===== src/rtl/fpall_pkg.sv =====
// Shared types and the FP32 add/sub datapath used by the fpall wrapper.
package fpall_pkg;

  typedef enum logic [1:0] {
    FMT_FP32 = 2'd0,
    FMT_FP16 = 2'd1
  } fp_fmt_e;

  typedef enum logic {
    OP_ADD = 1'b0,
    OP_SUB = 1'b1
  } fp_op_e;

  localparam logic [31:0] FP32_QNAN = 32'h7FC0_0000;

  // FP32 a +/- b, round-to-nearest-even; subnormal inputs and results flush to zero.
  function automatic logic [31:0] fp32_addsub(input logic [31:0] a,
                                              input logic [31:0] b,
                                              input logic        sub);
    logic              s_l, s_s;
    logic [30:0]       mag_l, mag_s;
    logic [7:0]        el, es, d;
    logic [23:0]       ml, ms;
    logic [26:0]       big, sml, ext, mask, mant;
    logic [27:0]       sum;
    logic [4:0]        lz;
    logic              found, rnd;
    logic [24:0]       m25;
    logic signed [9:0] e;

    // Order operands by magnitude so the aligned difference is never negative.
    if (b[30:0] > a[30:0]) begin
      s_l = b[31] ^ sub; mag_l = b[30:0];
      s_s = a[31];       mag_s = a[30:0];
    end else begin
      s_l = a[31];       mag_l = a[30:0];
      s_s = b[31] ^ sub; mag_s = b[30:0];
    end
    el = mag_l[30:23];
    es = mag_s[30:23];

    // Larger operand Inf/NaN; a NaN or Inf-Inf yields the canonical quiet NaN.
    if (el == 8'hFF) begin
      if ((mag_l[22:0] != 23'd0) ||
          ((es == 8'hFF) && ((mag_s[22:0] != 23'd0) || (s_l != s_s))))
        return FP32_QNAN;
      return {s_l, 8'hFF, 23'd0};
    end
    if (el == 8'd0)
      return {s_l & s_s, 31'd0};

    ml  = {1'b1, mag_l[22:0]};
    ms  = (es == 8'd0) ? 24'd0 : {1'b1, mag_s[22:0]};
    d   = el - es;
    big = {ml, 3'b000};

    // Align the smaller operand, folding shifted-out bits into the sticky bit.
    if (ms == 24'd0) begin
      sml = '0;
    end else if (d >= 8'd27) begin
      sml = 27'd1;
    end else begin
      ext  = {ms, 3'b000};
      mask = (27'd1 << d) - 27'd1;
      sml  = (ext >> d) | {26'd0, |(ext & mask)};
    end

    sum = (s_l == s_s) ? ({1'b0, big} + {1'b0, sml}) : ({1'b0, big} - {1'b0, sml});
    if (sum == 28'd0)
      return 32'd0;

    e = $signed({2'b00, el});
    if (sum[27]) begin
      mant = sum[27:1] | {26'd0, sum[0]};
      e    = e + 10'sd1;
    end else begin
      lz    = '0;
      found = 1'b0;
      for (int unsigned k = 0; k < 27; k++) begin
        if (!found && sum[26-k]) begin
          lz    = 5'(k);
          found = 1'b1;
        end
      end
      mant = sum[26:0] << lz;
      e    = e - $signed({5'd0, lz});
    end
    if (e <= 10'sd0)
      return {s_l, 31'd0};

    // mant: [26] hidden, [25:3] fraction, [2] guard, [1] round, [0] sticky.
    rnd = mant[2] & (mant[3] | mant[1] | mant[0]);
    m25 = {1'b0, mant[26:3]} + {24'd0, rnd};
    if (m25[24]) begin
      m25 = m25 >> 1;
      e   = e + 10'sd1;
    end
    if (e >= 10'sd255)
      return {s_l, 8'hFF, 23'd0};
    return {s_l, e[7:0], m25[22:0]};
  endfunction

endpackage


===== src/rtl/fpall_shared_logic_wrapper.sv =====
// Fixed-latency, fully pipelined FP add/sub unit: R is valid LAT posedges after inputs.
module fpall_shared_logic_wrapper
  import fpall_pkg::*;
#(
  parameter int unsigned LAT = 2
) (
  input  logic        clk,
  input  fp_fmt_e     fmt_in,
  input  fp_op_e      opcode_in,
  input  logic [31:0] X,
  input  logic [31:0] Y,
  output logic [31:0] R
);

  logic [31:0] w_res;
  logic [31:0] r_pipe [0:LAT-1];

  // Only FP32 is implemented; other formats return the canonical NaN.
  always_comb begin
    w_res = FP32_QNAN;
    if (fmt_in == FMT_FP32)
      w_res = fp32_addsub(X, Y, opcode_in == OP_SUB);
  end

  // Result delay line; no reset, validity is tracked by the caller.
  always_ff @(posedge clk) begin
    r_pipe[0] <= w_res;
    for (int unsigned i = 1; i < LAT; i++)
      r_pipe[i] <= r_pipe[i-1];
  end

  assign R = r_pipe[LAT-1];

endmodule


===== src/rtl/fpall_req_resp.sv =====
// Valid/ready request-response shell around the fpall wrapper with a credit-managed
// response FIFO; results leave in acceptance order.
module fpall_req_resp
  import fpall_pkg::*;
#(
  parameter int unsigned LAT   = 2,
  parameter int unsigned DEPTH = 4,
  parameter int unsigned TAG_W = 4
) (
  input  logic                         clk,
  input  logic                         rst_n,
  input  logic                         req_valid,
  output logic                         req_ready,
  input  fp_fmt_e                      req_fmt,
  input  fp_op_e                       req_op,
  input  logic [31:0]                  req_x,
  input  logic [31:0]                  req_y,
  input  logic [TAG_W-1:0]             req_tag,
  output logic                         resp_valid,
  input  logic                         resp_ready,
  output logic [31:0]                  resp_r,
  output logic [TAG_W-1:0]             resp_tag,
  output logic [$clog2(DEPTH+1)-1:0]   occupancy
);

  localparam int unsigned CNT_W = $clog2(DEPTH + 1);
  localparam int unsigned PTR_W = $clog2(DEPTH);

  if ((LAT < 1) || (DEPTH < LAT + 2)) begin : g_bad_params
    $error("fpall_req_resp: need LAT >= 1 and DEPTH >= LAT+2");
  end

  logic              w_accept, w_push, w_pop;
  logic [31:0]       w_r;
  logic [CNT_W-1:0]  w_inflight, w_occ;

  fp_fmt_e           r_fmt;
  fp_op_e            r_op;
  logic [31:0]       r_x, r_y;
  logic [LAT:0]      r_vld;
  logic [TAG_W-1:0]  r_tag [0:LAT];

  logic [31:0]       r_mem_r   [0:DEPTH-1];
  logic [TAG_W-1:0]  r_mem_tag [0:DEPTH-1];
  logic [PTR_W-1:0]  r_wr, r_rd;
  logic [CNT_W-1:0]  r_count;

  function automatic logic [PTR_W-1:0] f_next(input logic [PTR_W-1:0] p);
    return (p == PTR_W'(DEPTH - 1)) ? '0 : p + PTR_W'(1);
  endfunction

  // Credit: every accepted op already owns a FIFO slot, so overflow cannot occur.
  always_comb begin
    w_inflight = '0;
    for (int unsigned i = 0; i <= LAT; i++)
      w_inflight = w_inflight + CNT_W'(r_vld[i]);
    w_occ      = w_inflight + r_count;
    req_ready  = (w_occ < CNT_W'(DEPTH));
    occupancy  = w_occ;
    w_accept   = req_valid & req_ready;
    w_push     = r_vld[LAT];
    resp_valid = (r_count != '0);
    w_pop      = resp_valid & resp_ready;
    resp_r     = resp_valid ? r_mem_r[r_rd]   : '0;
    resp_tag   = resp_valid ? r_mem_tag[r_rd] : '0;
  end

  // Issue register (holds without accept) and tag chain; stage 0 tag is the issue tag.
  always_ff @(posedge clk) begin
    if (w_accept) begin
      r_fmt    <= req_fmt;
      r_op     <= req_op;
      r_x      <= req_x;
      r_y      <= req_y;
      r_tag[0] <= req_tag;
    end
    for (int unsigned i = 1; i <= LAT; i++)
      r_tag[i] <= r_tag[i-1];
  end

  // Valid chain: stage LAT lines up with a valid wrapper result.
  always_ff @(posedge clk or negedge rst_n) begin
    if (!rst_n)
      r_vld <= '0;
    else
      r_vld <= {r_vld[LAT-1:0], w_accept};
  end

  fpall_shared_logic_wrapper #(
    .LAT (LAT)
  ) u_wrap (
    .clk       (clk),
    .fmt_in    (r_fmt),
    .opcode_in (r_op),
    .X         (r_x),
    .Y         (r_y),
    .R         (w_r)
  );

  // FIFO storage; contents beyond the count are don't-care.
  always_ff @(posedge clk) begin
    if (w_push) begin
      r_mem_r[r_wr]   <= w_r;
      r_mem_tag[r_wr] <= r_tag[LAT];
    end
  end

  // FIFO pointers and count; push+pop together leaves the count unchanged.
  always_ff @(posedge clk or negedge rst_n) begin
    if (!rst_n) begin
      r_wr    <= '0;
      r_rd    <= '0;
      r_count <= '0;
    end else begin
      if (w_push)
        r_wr <= f_next(r_wr);
      if (w_pop)
        r_rd <= f_next(r_rd);
      if (w_push && !w_pop)
        r_count <= r_count + CNT_W'(1);
      else if (w_pop && !w_push)
        r_count <= r_count - CNT_W'(1);
    end
  end

  a_no_overflow : assert property (@(posedge clk) disable iff (!rst_n)
    !(w_push && !w_pop && (r_count == CNT_W'(DEPTH))));

  a_no_underflow : assert property (@(posedge clk) disable iff (!rst_n)
    !(w_pop && (r_count == '0)));

endmodule


===== config.mk =====
export PLATFORM = sky130hd
export DESIGN_NAME = fpall_req_resp
export DESIGN_NICKNAME = d
export VERILOG_FILES = /design/src/rtl/fpall_pkg.sv /design/src/rtl/fpall_shared_logic_wrapper.sv /design/src/rtl/fpall_req_resp.sv
export SDC_FILE = /design/constraint.sdc
export NUM_CORES = 1
export LEC_CHECK = 0
export CORE_ASPECT_RATIO = 1.2
export CORE_MARGIN = 4
export CORE_UTILIZATION = 55
export DETAILED_ROUTE_END_ITERATION = 16
export PLACE_DENSITY = 0.7
export SLEW_MARGIN = 40
export SYNTH_ARGS = -nofsm -noshare
export SYNTH_HDL_FRONTEND = slang
export SYNTH_SLANG_ARGS = --single-unit

===== constraint.sdc =====
create_clock -name clk -period 15.6 [get_ports clk]
set_input_delay 3.12 -clock clk [delete_from_list [all_inputs] [get_ports clk]]
set_output_delay 3.12 -clock clk [all_outputs]
set_load 0.05 [all_outputs]

==> results of run 1 <==
## worst max-delay path: cells and delay by family (launching register included)
family,cells,cell delay (ps)
buffers and inverters,7,1280
DFF,1,460
AOI/OAI and AO/OA,18,4290
xor gates and xnor gates,2,640
and+or+nand+nor,20,6190
muxes,2,510
adders and majority gates,4,1130
## placed cells by master, fill, tap and decap left out, types with 34 or more instances in the layout
cell and count:
inv_1 111, nor4_1 36, o21ai_0 133, nor2_1 201, clkdlybuf4s50_1 115, nand2_1 241
a21oi_1 176, nor3_1 67, dfxtp_1 72, and2_1 66, nand3_1 74, xnor2_1 46
mux4_2 37, buf_4 60, edfxtp_1 215, mux2i_1 91, a21o_1 34, ha_1 93
nand4_1 37
## area by class of cell
cell class	count	area [sq um]
clock buffers	44	853
clock inverters	10	103
fillers	3320	14900
inverters	118	444
multi-input cells	1924	13300
flip-flops and latches	297	8150
well taps	533	667
repair buffers	178	1640
## worst paths after layout
kind / start / end / slack [ps] / depth (start not counted)
min: u_wrap.r_pipe[0][20]$_SDFF_PP0_ / u_wrap.r_pipe[0][52]$_DFF_P_ / 300 / 0
min reg2reg: u_wrap.r_pipe[0][20]$_SDFF_PP0_ / u_wrap.r_pipe[0][52]$_DFF_P_ / 300 / 0
min in group asynchronous: rst_n / r_rd[1]$_DFFE_PN0P_ / 2850 / 1
max reg2reg: r_x[27]$_DFFE_PP_ / u_wrap.r_pipe[0][0]$_SDFF_PP0_ / 900 / 53
max: r_x[27]$_DFFE_PP_ / u_wrap.r_pipe[0][0]$_SDFF_PP0_ / 900 / 53
max in group asynchronous: rst_n / r_rd[0]$_DFFE_PN0P_ / 12410 / 1
## synth_stat cells (9+ instances only)
library cell / number
a211o_1: 10
a211oi_1: 33
a21boi_0: 11
a21o_1: 34
a21oi_1: 177
a221oi_1: 16
a31oi_1: 14
and2_1: 67
and3_1: 20
buf_1: 18
buf_2: 22
clkbuf_1: 93
dfrtp_1: 10
dfxtp_1: 72
edfxtp_1: 215
ha_1: 97
inv_1: 111
mux2_2: 26
mux2i_1: 92
mux4_2: 37
nand2_1: 243
nand2b_1: 20
nand3_1: 74
nand4_1: 37
nor2_1: 201
nor2b_1: 18
nor3_1: 70
nor4_1: 40
o2111ai_1: 11
o211ai_1: 33
o21a_1: 14
o21ai_0: 136
o21ai_1: 19
o21bai_1: 15
o221ai_1: 9
o22ai_1: 22
o31ai_1: 19
o32ai_1: 15
o41ai_1: 10
or2_2: 21
or3_1: 26
or4_1: 11
xnor2_1: 46
xor2_1: 21
## cells by family after synthesis
| group | share of synthesized area |
|---|---|
| AND/OR/NAND/NOR | 0.200 |
| buffers and inverters | 0.0481 |
| adder cells (fa/ha/maj) | 0.0587 |
| multiplexers | 0.0914 |
| flip-flops | 0.364 |
| XOR/XNOR | 0.0282 |
| AO/OA/AOI/OAI | 0.210 |
## timing repair
| item | 4_1_cts | 5_1_grt |
|---|---|---|
| buffers inserted | 0 | 2 |
| resized for setup | 0 | 12 |
| hold buffers | 0 | 0 |
| endpoints found under the hold margin | 0 | 0 |
| setup endpoints to repair | 0 | 31 |
## per-stage QoR
step	instances	cell area, sq um	setup slack, ps	util	hold slack [ps]
2_1_floorplan	2484	22400	1720	-	310
3_3_place_gp	3047	24000	814	0.600	310
3_5_place_dp	3048	24100	650	0.602	312
4_1_cts	3102	25000	598	0.625	298
5_1_grt	3104	25100	20.7	0.628	309
6_report	3104	25100	896	0.628	300
## per-layer routing
| metal | track usage | vias to the layer above | routed length (microns) |
|---|---|---|---|
| met5 | 0 | - | 12 |
| met4 | 0.233 | 2 | 6670 |
| met3 | 0.0501 | 338 | 6270 |
| met2 | 0.565 | 1269 | 36900 |
| met1 | 0.432 | 10000 | 29400 |
| li1 | - | 9499 | - |
## state kept, by name, summed over array words and instances, names as in the netlist
signal,cells
r_vld,3
r_mem_r,128
r_mem_tag,16
r_rd,2
r_count,3
u_wrap.r_pipe,64
r_fmt,2
r_wr,2
r_y,32
r_op,1
r_x,32
r_tag,12
==> impl_metrics.json, run 1 <==
{
  "yosysSeqAreaShare": 0.364,
  "drc": 0,
  "area_growth_syn_to_layout_pct": 12.2,
  "io_pins": 116,
  "synthFlopType": "edfxtp_1",
  "wl_per_cell_microns": 25.5,
  "avgSynthCellArea_sq_um": 9.01,
  "cts_tree": "built",
  "outcome": "finished, final reports clean",
  "start_util": 0.559,
  "setup_violations": 0,
  "cts_sinks": 297,
  "cts-root-buf": "clkbuf_16",
  "drv_slew": 0,
  "fin_setup_tns_ps": 0,
  "max_cap_viol_count": 0,
  "finClkSkew_ps": 50.4,
  "slew_headroom": 0.411,
  "fp-row-count": 80,
  "overflow": 0,
  "synth-async-reset-ratio": 0.0337,
  "grt_pass1_wl_microns": 121000,
  "worstSetupPathType": "flip-flop to flip-flop",
  "crit_arrival_ps": 15170,
  "hp-class": "flip-flop to flip-flop",
  "worstSetupStartpointType": "flip-flop",
  "finalCritPeriodShare": 0.943,
  "routabilityCongestion": 1.06,
  "drt_iter0_drc": 2542,
  "netlist_instances": 2484,
  "hold_viol": 0,
  "crit_slowest_cell": "a2111oi_1",
  "crit_path_max_incr_delay_ps": 640,
  "tightest_slew_ps": 873,
  "layout.nets": 2725,
  "grt_pass1_vias": 20600,
  "syn-num-nets": 2661,
  "drt-total-wl_microns": 79300,
  "post-dp-hpwl_microns": 59900,
  "synth.area.top_cells": "edfxtp_1 29%, dfxtp_1 6.4%, ha_1 5.4%",
  "fin_crit_ps": 14700,
  "layout-drive-gt1-share": 0.101,
  "grt_max_degree": 86,
  "ys_ff_latch": 297,
  "clockBufferDepth": 3,
  "crit_required_ps": 16060,
  "vias": 21100,
  "fp.dieArea_sq_um": 44000,
  "chipWidth_microns": 192,
  "n_antenna_cell": 0,
  "yosysTopAreaCell": "edfxtp_1",
  "worstPathMaxFanout": 40,
  "h-tree-depth": 1,
  "io_buffers": 115,
  "fmax_ghz": 0.0680,
  "core_sq_um": 40000,
  "rsz0062_at_grt": "no",
  "antenna_found_initial": 1,
  "track_usage": 0.349,
  "viasPerCell": 6.81,
  "clk_pin_slew_ps": 60,
  "synth_top_area_share": 0.288,
  "endpoint_kind": "flip-flop",
  "yosys_warnings": 0,
  "dr.pass1.iters": 7,
  "ys_types": 105,
  "die_h_microns": 229,
  "cts_buffers": 29,
  "synth.cell_area_sq_um": 22400,
  "ant_nets": 0,
  "synth_edf_count": 215,
  "clk_latency_ps": 590
}
Power of run 1 is left out: the tool's default activity adds up to more than one toggle a clock period on the data nets, which glitch-free logic cannot reach.
==> inputs of run 2 (changes only) <==
--- a/config.mk
+++ b/config.mk
@@ -10,7 +10,7 @@
 export CORE_UTILIZATION = 55
 export DETAILED_ROUTE_END_ITERATION = 16
 export PLACE_DENSITY = 0.7
-export SLEW_MARGIN = 40
+export SLEW_MARGIN = 0
 export SYNTH_ARGS = -nofsm -noshare
 export SYNTH_HDL_FRONTEND = slang
 export SYNTH_SLANG_ARGS = --single-unit
==> run 2 against run 1 <==
  * Largest cell class unchanged
  * Highest routed layer is now met4
  * Worst setup slack better by 12 ps
  * Sequential share of layout area is 0.050 points higher
  * Die area stayed put
  * Cell area is 0.15% lower
  * Count of clock-buffer cells in the layout is 9 lower
  * Cell count is 0.13% lower
  * Via count is 0.27% lower
  * Non-clock buffer count is 2 lower
  * Flip-flop and latch count stayed put
==> impl_metrics.json, run 2 (same netlist as run 1, synthesis figures left out) <==
{
  "die_h_microns": 229,
  "drc": 0,
  "clockBufferDepth": 3,
  "grt_pass1_wl_microns": 120000,
  "instances_no_fill": 3100,
  "final_cell_mix": "241 x nand2_1, 215 x edfxtp_1, 201 x nor2_1, 177 x a21oi_1, 136 x o21ai_0",
  "worst_slack_ps": 908,
  "clk_pin_slew_ps": 60,
  "start_util": 0.559,
  "crit_arrival_ps": 15140,
  "overflow": 0,
  "fp-row-count": 80,
  "num-fill-cells": 3310,
  "outcome": "finished, final reports clean",
  "dr.pass1.iters": 9,
  "tightest_slew_ps": 1230,
  "finClkSkew_ps": 44.7,
  "slew_headroom": 0.171,
  "cpMostUsedCell": "a21oi_1",
  "crit_required_ps": 16050,
  "viasPerCell": 6.80,
  "clk_latency_ps": 580,
  "n_antenna_cell": 0,
  "finalCritPeriodShare": 0.942,
  "largest_register_ffs": 128,
  "numPlacedInstances": 3047,
  "crit_path_start": "r_y[28]$_DFFE_PP_",
  "hold_viol": 0,
  "cts-root-buf": "clkbuf_16",
  "dp_slack_ps": 512,
  "drt-total-wl_microns": 79200,
  "fin_crit_ps": 14690,
  "h-tree-depth": 1,
  "cts_buffers": 28,
  "antenna_found_initial": 0,
  "drt_iter0_drc": 2493,
  "track_usage": 0.347,
  "worstSetupPathType": "flip-flop to flip-flop",
  "io_pins": 116,
  "drv_slew": 0,
  "routabilityCongestion": 1.06,
  "setup_violations": 0,
  "final_common_cell": "nand2_1",
  "chipWidth_microns": 192,
  "cts_tree": "built",
  "reg_top3": "r_mem_r: 128 flops, u_wrap.r_pipe: 64 flops",
  "wl_per_cell_microns": 25.6,
  "grt_pass1_vias": 20500,
  "io_buffers": 115,
  "layout-drive-gt1-share": 0.0986,
  "hold_buffers": 0,
  "r2r-start": "r_y[28]$_DFFE_PP_",
  "vias": 21100,
  "final_util": 0.627,
  "fmax_ghz": 0.0681,
  "core_sq_um": 40000,
  "post-dp-hpwl_microns": 59300,
  "fp.dieArea_sq_um": 44000,
  "layout.nets": 2722,
  "area_growth_syn_to_layout_pct": 12.1,
  "hp-class": "flip-flop to flip-flop",
  "endpoint_kind": "flip-flop",
  "regMostFlops": "r_mem_r",
  "crit_path_max_incr_delay_ps": 660,
  "crit_slowest_cell": "or4b_2",
  "worstSetupStartpointType": "flip-flop",
  "grt_max_degree": 86,
  "ant_nets": 0,
  "cts_sinks": 297,
  "worstPathMaxFanout": 21,
  "max_cap_viol_count": 0,
  "min_from": "u_wrap.r_pipe[0][19]$_SDFF_PP0_"
}
==> run 2: cell types whose count changed in the layout (fill, tap and decap cells not counted), moves of 3 or more <==
cell      delta
clkbuf_8     -3
clkbuf_1     -6
o21ai_0      +3
nor3_1       +3
o21ai_1      -3
nor4_2       -3
nor3_2       -3
==> run 2: layer usage <==
layer,global-route usage,vias up,wire (microns)
li1,-,9480,-
met1,0.428,10000,29300
met2,0.568,1254,37300
met3,0.0495,330,6260
met4,0.223,0,6340
met5,0,-,0
==> run 2: path summary, 6_finish.rpt <==
check / end / slack, ps / cells after the start
min in group asynchronous: r_wr[1]$_DFFE_PN0P_ / 2870 / 1
max in group asynchronous: r_rd[0]$_DFFE_PN0P_ / 12390 / 1
min reg2reg: u_wrap.r_pipe[0][51]$_DFF_P_ / 300 / 0
max: u_wrap.r_pipe[0][0]$_SDFF_PP0_ / 910 / 51
min: u_wrap.r_pipe[0][51]$_DFF_P_ / 300 / 0
max reg2reg: u_wrap.r_pipe[0][0]$_SDFF_PP0_ / 910 / 51
==> run 2: per-stage QoR <==
step / setup TNS (ps) / area [sq um] / hold slack [ps]
2_1_floorplan: 0 / 22400 / 310
3_3_place_gp: 0 / 24000 / 310
3_5_place_dp: 0 / 24000 / 312
4_1_cts: 0 / 25000 / 293
5_1_grt: -30.4 / 25100 / 304
6_report: 0 / 25100 / 299
==> run 2: critical path: cells and delay by family, from the launching register on <==
| kind | cells | cell delay [ps] |
|---|---|---|
| mux | 2 | 330 |
| buf+inv | 5 | 1100 |
| flops | 1 | 480 |
| simple gates | 17 | 5780 |
| xor+xnor | 1 | 190 |
| fa+ha+maj | 4 | 1500 |
| compound gates | 22 | 5170 |
==> run 2: final cells by class <==
| type | instances | area [sq um] | share of cell area |
|---|---|---|---|
| clock inverter | 17 | 193 | 0.00768 |
| multi-input combinational | 1924 | 13200 | 0.528 |
| inverter | 118 | 443 | 0.0177 |
| timing repair buffer | 176 | 1610 | 0.0641 |
| sequential | 297 | 8150 | 0.325 |
| clock buffer | 35 | 790 | 0.0315 |
| tap | 533 | 667 | 0.0266 |
==> run 2: timing repair <==
action / 4_1_cts / 5_1_grt
setup buffers: 0 / 1
gates resized for setup: 0 / 15
setup endpoints to repair: 0 / 31
Power of run 2 is left out for the same reason.
==> RTL edit 1, RTL diff (settings of run 2) <==
The parameter `TAG_W` goes from 4 to 3.
--- a/src/rtl/fpall_req_resp.sv
+++ b/src/rtl/fpall_req_resp.sv
@@ -7,3 +7,3 @@
   parameter int unsigned DEPTH = 4,
-  parameter int unsigned TAG_W = 4
+  parameter int unsigned TAG_W = 3
 ) (
Ports: changed (resized req_tag and resp_tag); port bits go from 116 to 114. No check against the original RTL was run, so the function may have changed too.
==> RTL edit 1 against run 2 <==
- synthesized area grew 2.8%
- cell area grew 1.3%
- wire length grew 4.6%
- sequential cell count shrank 7
- die area grew 2.7%
- worst setup slack lost 24 ps
- hold slack lost 3.7 ps
Power is left out: the tool's default activity adds up to more than one toggle a clock period on the data nets, which glitch-free logic cannot reach.
==> RTL edit 1: results <==
[cells_and_area]
multi_input_area_sq_um = 13900
clkbuf_count = 36
signal_buffers = 166
nNonClkInverters = 112
largestRegisters = "r_mem_r x128, u_wrap.r_pipe x64"
clk_share_pct = 3.69
fillers = 3569
drive_gt1_share_pct = 10.9
bufAreaShareNonClock_pct = 6.11
area.growth.synth_to_final_pct = 10.5
seqCellArea_sq_um = 7960
multi_input_gates = 1951

[worst_setup_path]
worstPathArrival_ps = 15160
cp_max_fo = 31
cpLargestDelayFamily = "compound AO/OA/AOI/OAI gates"
max_stage_delay_ps = 730
cp_slowest_cell = "o31ai_1"

[yosys]
synth_nets = 2683
synth_area_leaders = "edfxtp_1 (27%), dfxtp_1 (6.1%), ha_1 (5.3%)"
synth-async-reset-ratio_pct = 3.45
ys.flop_type = "edfxtp_1"
synth_edf_count = 210
syn_inst = 2507
ys_seq_area_share_pct = 34.6
synth.distinct_cells = 130
synth_common_cells = "nand2_1 (253), edfxtp_1 (210), nor2_1 (198)"

[grt]
grt_max_degree = 82
grt_pass1_wl_um = 124000
grt_pass1_vias = 20582
track_usage_pct = 34.9

[placement]
globalplace.congestion = 1.09
placed_area_sq_um = 24500
place_ws_ps = 1240
port_buffers = 113
place_hpwl_um = 63200

[timing]
whs_ps = 295
fin_crit_sh_pct = 94.3
tightest_slew_ps = 1410
skew_ps = 30.7

[clock_network]
numCtsBuffers = 29
clock_latency_ps = 580
clock-sinks = 290

[routing]
drtIter0Drc = 2513
drt_pre_antenna_iters = 6
wl_per_cell_um = 26.6
drt-vias-per-instance = 6.88
routed_wl_um = 82900

[outcome]
status = "complete, no violations"

[die]
dieArea_sq_um = 45200
==> RTL edit 1: routing by layer <==
metal | up-vias | routed length (um) | part of all wire, % | global-route usage, %
met4 | 0 | 6780 | 8.2 | 23.0
met5 | - | 0 | 0 | 0
li1 | 9636 | - | - | -
met1 | 10161 | 30200 | 36 | 41.3
met2 | 1258 | 39700 | 48 | 59.5
met3 | 345 | 6150 | 7.4 | 4.67
==> RTL edit 1: logic make-up (layout without fill, tap and decap cells) <==
kind of cell,after synthesis,count (layout),share of synthesized area [%]
AOI/OAI and AO/OA,698,698,21.4
xor gates and xnor gates,69,69,2.66
adders and majority gates,102,102,5.71
buffers and inverters,266,332,5.18
DFF,290,290,34.6
muxes,149,149,9.13
and+or+nand+nor,933,933,21.3
==> RTL edit 1: worst reg2reg max path: cells and delay by family, from the launching register on <==
family                     cells  cell delay [ps]
muxes                          2              670
adders and majority gates      5             1760
buffers and inverters          4              650
xor gates and xnor gates       3              950
AOI/OAI and AO/OA             16             5100
DFF                            1              470
and+or+nand+nor               23             4990
==> RTL edit 1: repair_timing <==
item | CTS | global route
resized for setup | 0 | 1
endpoints found under the setup margin | 0 | 23
buffers inserted | 0 | 0
==> RTL edit 1: path summary, 6_finish.rpt <==
path,start,to,cells past startpoint
worst min-delay path,u_wrap.r_pipe[0][9],u_wrap.r_pipe[0][41],0
min in group asynchronous,rst_n,r_count[2],1
worst max register to register,r_x[26],u_wrap.r_pipe[0][1],53
worst max-delay path,r_x[26],u_wrap.r_pipe[0][1],53
max in group asynchronous,rst_n,r_rd[0],1
worst min register to register,u_wrap.r_pipe[0][9],u_wrap.r_pipe[0][41],0
==> RTL edit 2, RTL diff (flow settings as in run 2) <==
Made on the original files. Reset style: synchronous (`rst_n`), changed in 2 clocked blocks.
--- a/src/rtl/fpall_req_resp.sv
+++ b/src/rtl/fpall_req_resp.sv
@@ -81,3 +81,3 @@
   // Valid chain: stage LAT lines up with a valid wrapper result.
-  always_ff @(posedge clk or negedge rst_n) begin
+  always_ff @(posedge clk) begin
     if (!rst_n)
@@ -108,3 +108,3 @@
   // FIFO pointers and count; push+pop together leaves the count unchanged.
-  always_ff @(posedge clk or negedge rst_n) begin
+  always_ff @(posedge clk) begin
     if (!rst_n) begin
Function: differs if rst_n is asserted again (counterexample within 4 cycles, from zero or initial values and one cycle with rst_n low); with rst_n held inactive, the same outputs for 4 cycles.
==> RTL edit 2 against run 2 <==
- sequential cell count increased by 2
- clock skew increased by 19 ps
- synthesized area increased by 2.5%
- critical endpoint is now u_wrap.r_pipe[0][12]
- largest cell class unchanged
- via count increased by 4.4%
- cell area increased by 2.1%
- worst setup slack improved by 240 ps
- wire length increased by 3.5%
Power is not shown: default switching activity piles up to over one toggle a cycle in this logic, so the estimate is an artifact.
==> RTL edit 2: results <==
[outcome]
status = "complete, no violations"

[timing]
tightest_slew_ps = 1240
skew_ps = 63.7

[placement]
place_hpwl_um = 61900
placed_area_sq_um = 24600
dp.cells = 3123
globalplace.congestion = 1.02
place_ws_ps = 1290

[clock_network]
clock_latency_ps = 600
numCtsBuffers = 29

[cells_and_area]
clk_share_pct = 4.02
sh_seq_area_pct = 31.8
final_core_util_pct = 62.4
bufAreaShareNonClock_pct = 6.53
fillers = 3469
multi_input_gates = 1990
drive_gt1_share_pct = 10.1
finalNonFillerCells = 3181
clkbuf_count = 36
signal_buffers = 183
nNetsFinal = 2796

[yosys]
synth_common_cells = "nand2_1 (230), edfxtp_1 (215), nor2_1 (211)"
synth-async-reset-ratio_pct = 0
synth_nets = 2740
synth.distinct_cells = 113

[grt]
grt_pass1_vias = 21285
grt_use_met2_pct = 58.4
track_usage_pct = 35.1

[worst_setup_path]
worstPathArrival_ps = 14890
cp_max_fo = 32
max_stage_delay_ps = 680
cp_slowest_cell = "a2111oi_0"

[routing]
drt_pre_antenna_iters = 6
drtIter0Drc = 2607
drt-vias-per-instance = 6.92

[die]
core_sq_um = 41000
[RTL edit 2: cell types whose count changed in the layout (fill, tap and decap cells not counted), moves of 11 or more]
cell,before,now
dfxtp_1,72,83
xnor2_1,46,34
o21ai_0,136,167
a211oi_1,33,47
mux2i_1,91,70
a31oi_1,14,31
mux2_2,26,13
nor4_1,38,26
nor3_1,70,84
o21a_1,14,27
nand2_1,241,229
[RTL edit 2: final timing paths]
check	to	cells past startpoint	slack (ps)	startpoint
max	u_wrap.r_pipe[0][12]	48	1150	r_x[27]
min	u_wrap.r_pipe[0][54]	0	300	u_wrap.r_pipe[0][22]
max reg2reg	u_wrap.r_pipe[0][12]	48	1150	r_x[27]
min reg2reg	u_wrap.r_pipe[0][54]	0	300	u_wrap.r_pipe[0][22]
[RTL edit 2: logic make-up after synthesis]
kind of cell	count (synthesis)	share of synthesized area [%]
simple gates	931	20.7
compound gates	778	23.1
flops	299	35.4
buf+inv	274	5.08
mux	127	7.97
fa+ha+maj	102	5.72
xor+xnor	52	1.98
